**config.mk**
```make
export PLATFORM = sky130hd
export DESIGN_NAME = fp32_to_int32_seq
export DESIGN_NICKNAME = d
export VERILOG_FILES = /design/src/rtl/fp32_to_int32_seq.sv
export SDC_FILE = /design/constraint.sdc
export NUM_CORES = 1
export LEC_CHECK = 0
export ABC_AREA = 1
export CAP_MARGIN = 0
export CORE_ASPECT_RATIO = 0.9
export CORE_MARGIN = 2
export CORE_UTILIZATION = 56
export DETAILED_ROUTE_END_ITERATION = 16
export PLACE_DENSITY_LB_ADDON = 0.12
export SYNTH_ARGS = -nofsm -noshare
export SYNTH_HDL_FRONTEND = slang
export SYNTH_SLANG_ARGS = --single-unit
```
**constraint.sdc**
```tcl
create_clock -name clk -period 3 [get_ports clk]
set_input_delay 0.45 -clock clk [delete_from_list [all_inputs] [get_ports clk]]
set_output_delay 0.45 -clock clk [all_outputs]
set_load 0.05 [all_outputs]
```
**src/rtl/fp32_to_int32_seq.sv**
```systemverilog
// Sequential FP32 -> INT32 converter, round toward zero.
// Alignment is done one bit per cycle to avoid a barrel shifter.
module fp32_to_int32_seq (
    input  logic        clk,
    input  logic        rst,
    input  logic        start,
    input  logic [31:0] A,
    output logic [31:0] result,
    output logic        busy,
    output logic        done,
    output logic        overflow,
    output logic        invalid
);

    localparam int unsigned W    = 32;
    localparam int unsigned EW   = 8;
    localparam int unsigned MW   = 23;
    localparam int unsigned CW   = 5;
    localparam int unsigned PADW = W - MW - 1;

    typedef enum logic [1:0] {
        S_IDLE,
        S_SHIFT,
        S_FINISH
    } state_t;

    state_t          state_q, state_d;
    logic [W-1:0]    mag_q, mag_d;
    logic [CW-1:0]   cnt_q, cnt_d;
    logic            sign_q, sign_d;
    logic            left_q, left_d;
    logic            special_q, special_d;
    logic [W-1:0]    preset_q, preset_d;
    logic            ovf_pend_q, ovf_pend_d;
    logic            inv_pend_q, inv_pend_d;
    logic [W-1:0]    result_q, result_d;
    logic            busy_q, busy_d;
    logic            done_q, done_d;
    logic            overflow_q, overflow_d;
    logic            invalid_q, invalid_d;

    // Operand field decode
    logic                a_sign;
    logic [EW-1:0]       a_exp;
    logic [MW-1:0]       a_man;
    logic signed [EW:0]  a_e;
    logic [EW-1:0]       e_u;
    logic [W-1:0]        sat_val;

    assign a_sign  = A[W-1];
    assign a_exp   = A[W-2:MW];
    assign a_man   = A[MW-1:0];
    assign a_e     = $signed({1'b0, a_exp}) - 9'sd127;
    assign e_u     = a_exp - 8'd127;
    assign sat_val = a_sign ? 32'h8000_0000 : 32'h7FFF_FFFF;

    always_ff @(posedge clk) begin
        if (rst) begin
            state_q    <= S_IDLE;
            mag_q      <= '0;
            cnt_q      <= '0;
            sign_q     <= 1'b0;
            left_q     <= 1'b0;
            special_q  <= 1'b0;
            preset_q   <= '0;
            ovf_pend_q <= 1'b0;
            inv_pend_q <= 1'b0;
            result_q   <= '0;
            busy_q     <= 1'b0;
            done_q     <= 1'b0;
            overflow_q <= 1'b0;
            invalid_q  <= 1'b0;
        end else begin
            state_q    <= state_d;
            mag_q      <= mag_d;
            cnt_q      <= cnt_d;
            sign_q     <= sign_d;
            left_q     <= left_d;
            special_q  <= special_d;
            preset_q   <= preset_d;
            ovf_pend_q <= ovf_pend_d;
            inv_pend_q <= inv_pend_d;
            result_q   <= result_d;
            busy_q     <= busy_d;
            done_q     <= done_d;
            overflow_q <= overflow_d;
            invalid_q  <= invalid_d;
        end
    end

    always_comb begin
        state_d    = state_q;
        mag_d      = mag_q;
        cnt_d      = cnt_q;
        sign_d     = sign_q;
        left_d     = left_q;
        special_d  = special_q;
        preset_d   = preset_q;
        ovf_pend_d = ovf_pend_q;
        inv_pend_d = inv_pend_q;
        result_d   = result_q;
        busy_d     = busy_q;
        done_d     = 1'b0;
        overflow_d = overflow_q;
        invalid_d  = invalid_q;

        unique case (state_q)
            S_IDLE: begin
                if (start) begin
                    busy_d     = 1'b1;
                    sign_d     = a_sign;
                    mag_d      = {{PADW{1'b0}}, 1'b1, a_man};
                    cnt_d      = '0;
                    left_d     = 1'b0;
                    special_d  = 1'b1;
                    preset_d   = '0;
                    ovf_pend_d = 1'b0;
                    inv_pend_d = 1'b0;
                    // Classification in priority order: NaN, Inf, |x|<1, out of range
                    if (a_exp == 8'hFF && a_man != '0) begin
                        inv_pend_d = 1'b1;
                        preset_d   = 32'h8000_0000;
                    end else if (a_exp == 8'hFF) begin
                        ovf_pend_d = 1'b1;
                        preset_d   = sat_val;
                    end else if (a_exp < 8'd127) begin
                        preset_d   = '0;
                    end else if (a_e >= 9'sd31) begin
                        if (A == 32'hCF00_0000) begin
                            preset_d   = 32'h8000_0000;
                        end else begin
                            ovf_pend_d = 1'b1;
                            preset_d   = sat_val;
                        end
                    end else begin
                        special_d = 1'b0;
                        if (a_e < 9'sd23) begin
                            left_d = 1'b0;
                            cnt_d  = CW'(8'd23 - e_u);
                        end else begin
                            left_d = 1'b1;
                            cnt_d  = CW'(e_u - 8'd23);
                        end
                    end
                    state_d = (!special_d && cnt_d != '0) ? S_SHIFT : S_FINISH;
                end
            end

            S_SHIFT: begin
                mag_d = left_q ? (mag_q << 1) : (mag_q >> 1);
                cnt_d = CW'(cnt_q - 1'b1);
                if (cnt_q == CW'(1)) begin
                    state_d = S_FINISH;
                end
            end

            S_FINISH: begin
                // Normal magnitudes stay below 2^31, so negation cannot wrap
                result_d   = special_q ? preset_q : (sign_q ? (~mag_q + 32'd1) : mag_q);
                overflow_d = ovf_pend_q;
                invalid_d  = inv_pend_q;
                done_d     = 1'b1;
                busy_d     = 1'b0;
                state_d    = S_IDLE;
            end

            default: begin
                state_d = S_IDLE;
            end
        endcase
    end

    assign result   = result_q;
    assign busy     = busy_q;
    assign done     = done_q;
    assign overflow = overflow_q;
    assign invalid  = invalid_q;

endmodule

```
* Yosys cells after proc, flatten, opt, wreduce, memory -nomap -nowiden *
Cells that the tools add are included.

storage, ports and cells
  input port bits = 35
  word-level logic and storage cells = 87
  register bits = 112

operators by class
  bitwise logic cells = 1
  $lt $le $gt $ge = 3
  reductions and logical operators = 12
  muxes and demuxes = 44
  eq/ne operators = 7
  $add $sub $neg = 6

operator list
  kind                   number
  $mux 32                10
  $pmux 32 s2            1
  $mux 5                 8
  $add 32x1->32 const B  1
  $eq 32x32->1 const B   1
  $not 32->32            1
  $reduce_bool 23->1     1
  $mux 1                 19
  $pmux 5 s2             1
  $sub 5x5->5 const B    2
  $ge 9x6->1 const B     1
  $lt 9x6->1 const B     1
  $sub 8x7->9 const B    1
  $eq 8x8->1 const B     1
  $lt 8x7->1 const B     1
  $reduce_and 2->1       4
  $mux 2                 3
  $eq 5x1->1 const B     1
  $reduce_bool 5->1      1
  $sub 5x1->5 const B    1
  $sub 5x5->5 const A    1
  $ne 2x2->1 const B     2
  $pmux 2 s2             1
  $reduce_bool 2->1      2
  other kinds (6)        7

* Longest topological paths before layout *
  word-level depth = 14
  gate-level depth with buffers = 17
  gate-level depth less buffers = 17

* Worst setup path after synthesis *
OpenSTA, ideal clock, no wires.

  kind = input -> register
  start point = input port A[23]
  end point = register state_q[1]
  arrival time = 2.027 ns
  slack = 0.864 ns
  required time = 2.891 ns
  library setup time = 0.109 ns
  stages on the path = 16
  cells stage by stage = ha_1 nand2_2 nor2_2 inv_1 nand2_1 inv_2 ha_1 nor3b_1 a21oi_2 nand2_1 a21oi_4 nand2_1 nand3_1 nand3_1 nand2_1 inv_1

between the ends
  cells in the longest elaborated chain, start to end = 14
  elaborated cells on any way between the ends = 28
  classes of those cells = add/sub: 4; order compare: 3; eq/ne: 1; mux: 16; reduce/logical: 4

ends and longest elaborated chain
  element                                            line    source
  start: declaration                                 7       input logic [31:0] A,
  $sub 8x7->9 / $sub 5x5->5 (equally long branches)  53, 54
  $lt 9x6->1 (tied with other cells)                 137     if (a_e < 9'sd23) begin
  $mux 5                                             137
  $mux 5                                             128     end else if (a_e >= 9'sd31) begin
  $mux 5                                             126     end else if (a_exp < 8'd127) begin
  $mux 5                                             123     end else if (a_exp == 8'hFF) begin
  $mux 5                                             120     if (a_exp == 8'hFF && a_man != '0) begin
  $mux 5                                             109     if (start) begin
  $mux 5                                             107     unique case (state_q)
  $reduce_bool 5->1                                  145     state_d = (!special_d && cnt_d != '0) ? S_SHIFT : S_FINISH;
  $logic_and 1x1->1 (*)                              145
  $mux 2 (*)                                         145
  $mux 2 (*)                                         109
  $pmux 2 s2 (*)                                     107
  end signal: assignment                             74      state_q <= state_d;
  end: declaration                                   27      state_t state_q, state_d;

Mark *: on every way between the ends. The rest lies on a longest branch, timed or not. The select of a mux whose other input is x is not followed.
A chain may end at the register's enable or synchronous reset.

* Final worst setup path *
  start point = input port A[24]
  end point = register state_q[0]

Same word-level chain as after synthesis.

==> flow_metrics.env <==
export IMPL_clock_sinks=82
export IMPL_grt_antenna_before_repair=0
export IMPL_synth_ff_type="dfxtp_1"
export IMPL_power_per_cell_area_mw_per_mm2=536
export IMPL_io_buffers=70
export IMPL_place_inst=909
export IMPL_first_iter_violations=380
export IMPL_gp_congestion=0.921
export IMPL_clock_path_buffers=2
export IMPL_arrival_ns=2.81
export IMPL_min_path_type="reg2reg"
export IMPL_nNetsFinal=842
export IMPL_yosysTopAreaCell="dfxtp_1"
export IMPL_final_setup_viol_count=0
export IMPL_slew_violations=0
export IMPL_p_leak_nw=2.42
export IMPL_fin_crit_ns=2.52
export IMPL_fin_cells=925
export IMPL_die_h_um=92.4
export IMPL_cts_buffers=9
export IMPL_slew_headroom_pct=61.9
export IMPL_synthesis_area_mm2=0.00487
export IMPL_ctsHoldBuffers=0
export IMPL_dp_hpwl_mm=9.53
export IMPL_ys_seq_area_share_pct=33.7
export IMPL_r2r_cells=13
export IMPL_outcome="completed"
export IMPL_num_rows=32
export IMPL_cts_setup_buffers=0
export IMPL_drv_cap=0
export IMPL_clock_root_buffer="clkbuf_8"
export IMPL_worst_setup_path_type="in2reg"
export IMPL_drive_above_1_share_pct=7.69
export IMPL_fmax_ghz=0.397
export IMPL_layout_commonest_cell="a21oi_1"
export IMPL_worstPathRequired_ns=3.29
export IMPL_r2r_end="result[26]"
export IMPL_io_pins=71
export IMPL_synth_area_leaders="dfxtp_1 34%, a21oi_1 14%, o21ai_0 11%"
export IMPL_yosysWarnings=0
export IMPL_startpoint_type="input port"
export IMPL_post_route_period_util_pct=83.9
export IMPL_syn_nets=786
export IMPL_fp_dieW_um=102
export IMPL_grt_pass1_vias=4796
export IMPL_cts_htree_levels=3
export IMPL_cp_max_fo=8
export IMPL_drc=0
export IMPL_start_util_pct=57.3
export IMPL_cts_tree="built"
export IMPL_synthArstFlopShare_pct=0
export IMPL_grt_usage_pct=29.3
export IMPL_holdPathEnd="busy"
export IMPL_grt_overflow=0
export IMPL_post_cts_resized=0
export IMPL_final_cell_mix="131 x a21oi_1, 126 x nand2_1, 104 x o21ai_0"
export IMPL_core_area_mm2=0.00849
export IMPL_syn_avg_cell_area_um2=6.53
export IMPL_ir_drop_uv=290
export IMPL_fin_skew_ns=0.00483
export IMPL_final_hold_violation_count=0
export IMPL_drtPass1Iterations=5
export IMPL_synthesis_instances=745
export IMPL_worstHoldStart="busy"
export IMPL_fillers=792
export IMPL_ant_nets=0
export IMPL_min_path_cells=2
export IMPL_viasPerCell=5.81
export IMPL_rsz0062_at_grt="no"
export IMPL_area_growth_pct=21.9
export IMPL_vias=5374
export IMPL_fin_tns_setup_ns=0
export IMPL_die_area_mm2=0.00945
export IMPL_grt_pass1_wl_mm=22.4
export IMPL_routedWlPerCell_um=14.7
export IMPL_ys_ff_latch=82
export IMPL_drt_wl_total_mm=13.6
export IMPL_synth_edf_count=0
export IMPL_grt_max_degree=60
export IMPL_r2r_start="mag_q[1]"
export IMPL_yosysUniqueCellTypes=38
export IMPL_antenna_cells=0
export IMPL_worstSkewPairLatency_ns=0.35
export IMPL_ff2ff_setup_slack_ns=0.64
export IMPL_yosysTopAreaCellShare_pct=33.7
export IMPL_tightestPinTransition_ns=0.566
export IMPL_cp_end_kind="register"
export IMPL_clkTransAtPathRegs_ns=0.08
[where the power goes]
part	internal [mW]	switching [mW]	leakage, nW
combinational	0.324	0.637	1.63
sequential	1.19	0.0888	0.673
clock	0.536	0.407	0.119
[flip-flops by register name, indices dropped and copies added (netlist names)]
register and count:
sign_q 1, mag_q 32, cnt_q 5, inv_pend_q 1, state_q 2, busy 1, preset_q 2, invalid 1
left_q 1, result 32, done 1, overflow 1, special_q 1, ovf_pend_q 1
[routing by layer]
layer	wire, µm	share of wire [%]	vias up	GRT usage, %
met5	0	0	-	0
met4	241	1.8	0	7.89
met3	1020	7.5	25	5.51
met2	6240	46	235	46.0
met1	6110	45	2464	41.0
li1	-	-	2650	-
[critical path, cell delays in order]
cell and delay [ns]:
clkdlybuf4s50_1 0.48, ha_1 0.19, nand2_2 0.10, nor2_2 0.17
inv_1 0.05, nand2_1 0.07, inv_2 0.06, ha_1 0.19
nor3b_1 0.15, a21oi_2 0.10, nand2_1 0.11, a21oi_4 0.24
nand2_1 0.11, nand3_1 0.11, nand3_1 0.10, a21oi_2 0.12
[cells by family after synthesis]
family | after synthesis | synth area share [%]
adder cells (fa/ha/maj) | 6 | 1.54
AO/OA/AOI/OAI | 255 | 27.4
XOR/XNOR | 6 | 1.08
flip-flops | 82 | 33.7
AND/OR/NAND/NOR | 286 | 27.7
buffers and inverters | 110 | 8.51
[how the worst max path moves through the flow]
stage                            end  slack [ns]  cells after the start  startpoint
after global placement    state_q[1]        0.22                     17       A[23]
after detailed placement  state_q[0]        0.15                     16       A[24]
after floorplan           state_q[1]        0.86                     16       A[23]
final                     state_q[0]        0.48                     16       A[24]
after CTS                 state_q[0]        0.52                     16       A[24]
after global routing      state_q[0]        0.31                     16       A[24]
[cell usage after synthesis, types with 2 or more instances]
| library cell | n |
|---|---|
| dfxtp_1 | 82 |
| nor2_2 | 3 |
| nand3_1 | 66 |
| nor2_1 | 48 |
| o211ai_1 | 3 |
| a211oi_1 | 3 |
| xor2_1 | 4 |
| inv_2 | 5 |
| clkbuf_1 | 39 |
| nand3_2 | 5 |
| clkinv_1 | 4 |
| ha_1 | 6 |
| nor4_1 | 5 |
| or2_2 | 2 |
| a22o_1 | 2 |
| o21ai_1 | 5 |
| nand4_1 | 14 |
| nor3_1 | 5 |
| a21oi_1 | 132 |
| xnor2_1 | 2 |
| a21oi_2 | 2 |
| nand2_4 | 3 |
| inv_1 | 61 |
| nand2_1 | 126 |
| o21ai_0 | 104 |
| nand2_2 | 2 |
[stage by stage]
step	power, mW	instance area, µm²	hold slack (ns)	setup slack [ns]	utilization [%]
6_report	3.18	5930	0.468	0.484	69.9
5_1_grt	3.34	5930	0.482	0.313	69.9
4_1_cts	3.18	5930	0.468	0.519	69.9
3_5_place_dp	2.25	5690	0.456	0.147	67.1
3_3_place_gp	2.22	5690	0.450	0.225	67.1
2_1_floorplan	1.93	4870	0.437	0.864	-
[final cells by class]
cell class | count | area, µm² | share of cell area, %
Sequential cell | 82 | 1640 | 27.7
Multi-Input combinational cell | 553 | 2810 | 47.4
Timing Repair Buffer | 85 | 826 | 13.9
Tap cell | 119 | 149 | 2.51
Inverter | 70 | 263 | 4.43
Clock buffer | 12 | 165 | 2.78
Clock inverter | 4 | 72.6 | 1.22
(Power assumes the default switching activity.)
